### config.mk
export PLATFORM = sky130hd
export DESIGN_NAME = rect_fill_engine
export DESIGN_NICKNAME = d
export VERILOG_FILES = /design/src/rtl/rect_fill_engine.sv
export SDC_FILE = /design/constraint.sdc
export NUM_CORES = 1
export LEC_CHECK = 0
export ABC_AREA = 1
export CELL_PAD_IN_SITES_DETAIL_PLACEMENT = 2
export CELL_PAD_IN_SITES_GLOBAL_PLACEMENT = 2
export CORE_UTILIZATION = 31
export CTS_CLUSTER_SIZE = 24
export DETAILED_ROUTE_END_ITERATION = 10
export PLACE_DENSITY_LB_ADDON = 0.15
export SYNTH_ARGS = -nofsm -noshare
export SYNTH_HDL_FRONTEND = slang
export SYNTH_SLANG_ARGS = --single-unit
### constraint.sdc
create_clock -name clk -period 3.75 [get_ports clk]
set_input_delay 0.75 -clock clk [delete_from_list [all_inputs] [get_ports clk]]
set_output_delay 0.75 -clock clk [all_outputs]
set_load 0.01 [all_outputs]
### src/rtl/rect_fill_engine.sv
// Rectangle fill engine: walks a clipped rectangle (or the whole screen in
// clear mode) in raster order. It presents one pixel per cycle on x/y/color
// and respects downstream backpressure.
//
// Handshake: plot is the valid signal and ready is the downstream accept.
// A pixel transfers on a rising edge where plot && ready are both high.
// While plot && !ready, x/y/color hold. plot never depends combinationally
// on ready.
module rect_fill_engine #(
  parameter int X_W      = 8,
  parameter int Y_W      = 7,
  parameter int SCREEN_W = 160,
  parameter int SCREEN_H = 120,
  parameter int COLOR_W  = 3
) (
  input  logic               clk,
  input  logic               reset,
  input  logic               start,
  input  logic               clear,
  input  logic [X_W-1:0]     x0,
  input  logic [Y_W-1:0]     y0,
  input  logic [X_W-1:0]     w,
  input  logic [Y_W-1:0]     h,
  input  logic [COLOR_W-1:0] color_in,
  input  logic               ready,
  output logic               plot,
  output logic [X_W-1:0]     x,
  output logic [Y_W-1:0]     y,
  output logic [COLOR_W-1:0] color,
  output logic               busy,
  output logic               done,
  output logic [1:0]         dbg_state
);

  typedef enum logic [1:0] {
    IDLE = 2'd0,
    FILL = 2'd1,
    DONE = 2'd2
  } state_t;

  // Screen limits widened by one bit so coordinate sums never wrap.
  localparam logic [X_W:0] SCR_W = (X_W+1)'(SCREEN_W);
  localparam logic [Y_W:0] SCR_H = (Y_W+1)'(SCREEN_H);

  state_t         state, state_next;
  logic [X_W-1:0] xs;
  logic [X_W:0]   xe;
  logic [Y_W:0]   ye;

  logic [X_W:0]   x_sum, xe_clip, x_inc;
  logic [Y_W:0]   y_sum, ye_clip, y_inc;
  logic           empty, row_end, last_pix;

  // Bounds for a new request and raster-walk decisions for the current pixel.
  always_comb begin
    x_sum    = {1'b0, x0} + {1'b0, w};
    y_sum    = {1'b0, y0} + {1'b0, h};
    xe_clip  = (x_sum > SCR_W) ? SCR_W : x_sum;
    ye_clip  = (y_sum > SCR_H) ? SCR_H : y_sum;
    empty    = !clear && ((w == '0) || (h == '0) ||
                          ({1'b0, x0} >= SCR_W) || ({1'b0, y0} >= SCR_H));
    x_inc    = {1'b0, x} + 1'b1;
    y_inc    = {1'b0, y} + 1'b1;
    row_end  = (x_inc >= xe);
    last_pix = row_end && (y_inc >= ye);
  end

  // Next-state logic: IDLE -> FILL -> DONE -> IDLE. An empty request skips FILL.
  always_comb begin
    state_next = state;
    case (state)
      IDLE:    if (start) state_next = empty ? DONE : FILL;
      FILL:    if (ready && last_pix) state_next = DONE;
      DONE:    state_next = IDLE;
      default: state_next = IDLE;
    endcase
  end

  // State register plus the coordinate walker and the latched request.
  always_ff @(posedge clk) begin
    if (reset) begin
      state <= IDLE;
      x     <= '0;
      y     <= '0;
      color <= '0;
      xs    <= '0;
      xe    <= '0;
      ye    <= '0;
    end else begin
      state <= state_next;
      case (state)
        IDLE: begin
          if (start) begin
            color <= color_in;
            if (clear) begin
              xs <= '0;
              x  <= '0;
              y  <= '0;
              xe <= SCR_W;
              ye <= SCR_H;
            end else if (!empty) begin
              xs <= x0;
              x  <= x0;
              y  <= y0;
              xe <= xe_clip;
              ye <= ye_clip;
            end
          end
        end
        FILL: begin
          // Coordinates freeze on the last pixel so they stay visible through DONE.
          if (ready && !last_pix) begin
            if (row_end) begin
              x <= xs;
              y <= y_inc[Y_W-1:0];
            end else begin
              x <= x_inc[X_W-1:0];
            end
          end
        end
        default: ;
      endcase
    end
  end

  // Status outputs are decoded straight from the state register.
  always_comb begin
    plot      = (state == FILL);
    busy      = (state == FILL);
    done      = (state == DONE);
    dbg_state = state;
  end

endmodule
==> key figures <==
Status
  – Status: finished, final reports clean

Route
  – DRT antenna net count: 0
  – Pre-Repair DR Iteration Count: 6
  – Vias per cell: 5.04
  – Iter 0 DRT Violations: 149
  – Avg WL per Cell: 16.3 um
  – DRC: 0
  – Routed vias: 4015
  – Routed WL: 13000 um

Logic synthesis
  – Part of the Yosys area used for sequential elements: 24.7%
  – Synth Instances: 598
  – Synthesized area: 0.00365 mm2
  – Post-synth cell types: 30
  – Top post-synthesis cells by area: dfxtp_1 25%, nand2_1 16%, ha_1 12%
  – Synthesized net count: 672
  – YS warnings: 0
  – Synth top area share: 24.7%
  – Mean Syn Cell Area: 6.10 um2
  – Largest area contributor in the netlist: dfxtp_1
  – Seq cells post-synth: 45

Clocking
  – Post-CTS Resized: 0
  – CTS tree: done
  – CTS HTree Levels: 2
  – Clock Pin Slew Worst Setup and Hold Paths: 70 ps
  – Root buffer cell: clkbuf_16
  – Clk Latency, worst-skew pair: 290 ps
  – Max clock buf depth: 2
  – Post-CTS setup buffers: 0
  – Hold Buf Count CTS: 0
  – Clock Sinks: 45
  – Num CTS Buffers: 5

Floorplan
  – Die height: 110 um
  – Die width: 110 um
  – Die Area: 0.0122 mm2
  – Initial core utilization: 31.9%
  – Rows: 39
  – Core footprint: 0.0114 mm2
  – Num ports: 61

Min path
  – Worst min path class: reg2reg
  – Hold path start: xs[1]

Final layout
  – Syn-to-layout area delta: 24.7%
  – ANT cells: 0
  – Final #Nets: 727
  – Layout cells sized above 1: 3.82%

Timing
  – RSZ-0062 raised after global routing: no
  – Hold Fails Final Rpt: 0
  – Max Clk Rate: 321 MHz
  – Final Setup Violations: 0
  – Setup Skew: 6.14 ps
  – Final Max Tran Viols: 0
  – Slew at the pin closest to its max-slew limit: 730 ps
  – Period utilization: 83.2%
  – Final min period: 3120 ps
  – Fin Hold WS: 460 ps
  – Rel. slew slack: 51.3%
  – Final TNS setup: 0 ps

Worst setup path
  – Crit. Startpoint: x[0]
  – Setup crit start kind: flip-flop
  – Crit path arrival time: 3310 ps
  – Reg-to-reg slack, setup: 630 ps
  – Critical-path cell list: ha_1 -> nand3_1 -> nor2_1 -> nand3_1 -> nor2_1 -> ha_1 -> a21oi_1 -> nand2_1 -> nor2_4 -> nand2_4 -> nand3_1 -> nand2_1 -> nand2_1 -> nand2_1 -> nand2_1 -> nor2_1
  – Most common cell on crit path: nand2_1
  – WS Path Type: reg2reg
  – FF-to-FF Start: x[0]
  – Crit end category: flip-flop
  – CP max FO: 11
  – Req. time, crit path: 3940 ps
  – CP peak stage delay: 450 ps
  – Crit path max-delay cell type: dfxtp_1

Global route
  – Overflow left after global routing: 0
  – GRT Overall Usage: 21.7%
  – First-pass GRT wire length: 21500 um
  – Number of global-route vias before repair: 4310
  – Largest net degree at the start of global routing: 23
  – Antenna violations before repair: 0

Placement
  – PortBufs: 60
  – HPWL after DPL: 10600 um
  – GP Congestion: 0.826

Power and ir drop
  – Peak VDD IR: 192 uV
  – Total power divided by cell area: 468 mW/mm2
  – Lkg Pwr: 2.22 nW

Job
  – Max-Cap Viols: 0
==> through the flow <==
step                      total power (W)  cells  worst slack (ps)  util, %  cell area [um2]
after CTS                         0.00215    797               641     39.8             4550
after detailed placement          0.00160    789               565     38.3             4380
after floorplan                   0.00124    598              1210        -             3650
final                             0.00213    797               631     39.8             4550
after global placement            0.00154    789               731     38.3             4380
after global routing              0.00229    797               388     39.8             4550
==> flip-flops by register name, summed over array words and instances (netlist names) <==
| signal | count |
|---|---|
| xe | 9 |
| x | 8 |
| xs | 8 |
| ye | 8 |
| y | 7 |
| color | 3 |
| dbg_state | 2 |
==> area by class of cell <==
| cell class | count | area (um2) |
|---|---|---|
| Clock buffer | 7 | 143 |
| Tap cell | 143 | 179 |
| Inverter | 92 | 345 |
| Clock inverter | 1 | 30.0 |
| Sequential cell | 45 | 901 |
| Fill cell | 1430 | 6870 |
| Multi-Input combinational cell | 445 | 2320 |
| Timing Repair Buffer | 64 | 631 |
==> report_power, final <==
group | internal [W] | total [W] | switching [W]
combinational | 0.000379 | 0.000999 | 0.000620
sequential | 0.000537 | 0.000600 | 0.0000627
clock | 0.000333 | 0.000530 | 0.000197
total | 0.00125 | 0.00213 | 0.000879
==> metal layers <==
layer	GRT usage, %	wire length (um)	up-vias
met5	0	0	-
met4	6.13	203	0
met3	1.92	288	17
met2	37.9	6290	66
met1	28.4	6180	1929
li1	-	-	2003
==> critical path: cells and delay by family, from the launching register on <==
kind	cells	cell delay (ps)
and+or+nand+nor	13	1890
AOI/OAI and AO/OA	1	170
DFF	1	450
adders and majority gates	2	500
==> cells in the final DEF, fill, tap and decap left out, types with 2 or more instances in the layout <==
cell / n
a21oi_1: 47
buf_4: 4
clkbuf_16: 5
clkdlybuf4s50_1: 60
dfxtp_1: 45
fa_1: 2
ha_1: 34
inv_1: 90
nand2_1: 157
nand2_2: 7
nand2_4: 2
nand3_1: 58
nand3b_1: 7
nand4_1: 5
nor2_1: 75
nor2_2: 2
nor3_1: 5
o21a_1: 2
o21ai_0: 28
xnor2_1: 2
xor2_1: 6
==> cell usage after synthesis <==
| master | number |
|---|---|
| clkinv_1 | 1 |
| o21bai_1 | 1 |
| o21ai_0 | 28 |
| nor3_1 | 5 |
| o21ai_1 | 1 |
| a21oi_1 | 47 |
| nor2b_1 | 1 |
| buf_4 | 2 |
| buf_6 | 1 |
| fa_1 | 2 |
| nand3_1 | 58 |
| nand2_4 | 2 |
| inv_1 | 90 |
| nor2_4 | 1 |
| buf_2 | 5 |
| clkbuf_1 | 8 |
| ha_1 | 34 |
| nor2_1 | 75 |
| dfxtp_1 | 45 |
| nand3b_1 | 7 |
| inv_2 | 1 |
| nand2_2 | 7 |
| nand2b_1 | 1 |
| o21a_1 | 2 |
| a31o_2 | 1 |
| nor2_2 | 2 |
| nand2_1 | 157 |
| xnor2_1 | 2 |
| nand4_1 | 5 |
| xor2_1 | 6 |
==> cells by family (layout without fill, tap and decap cells) <==
group,after synthesis,count (layout),synth area share [%]
simple gates,321,321,37.6
compound gates,80,80,11.3
flops,45,45,24.7
fa+ha+maj,36,36,12.8
xor+xnor,8,8,1.92
buf+inv,108,164,11.7
==> final timing paths <==
check / cells past startpoint / end
worst max-delay path: 16 / y[6]
worst min register to register: 2 / xs[1]
worst max register to register: 16 / y[6]
worst min-delay path: 2 / xs[1]
(Power assumes the default switching activity.)
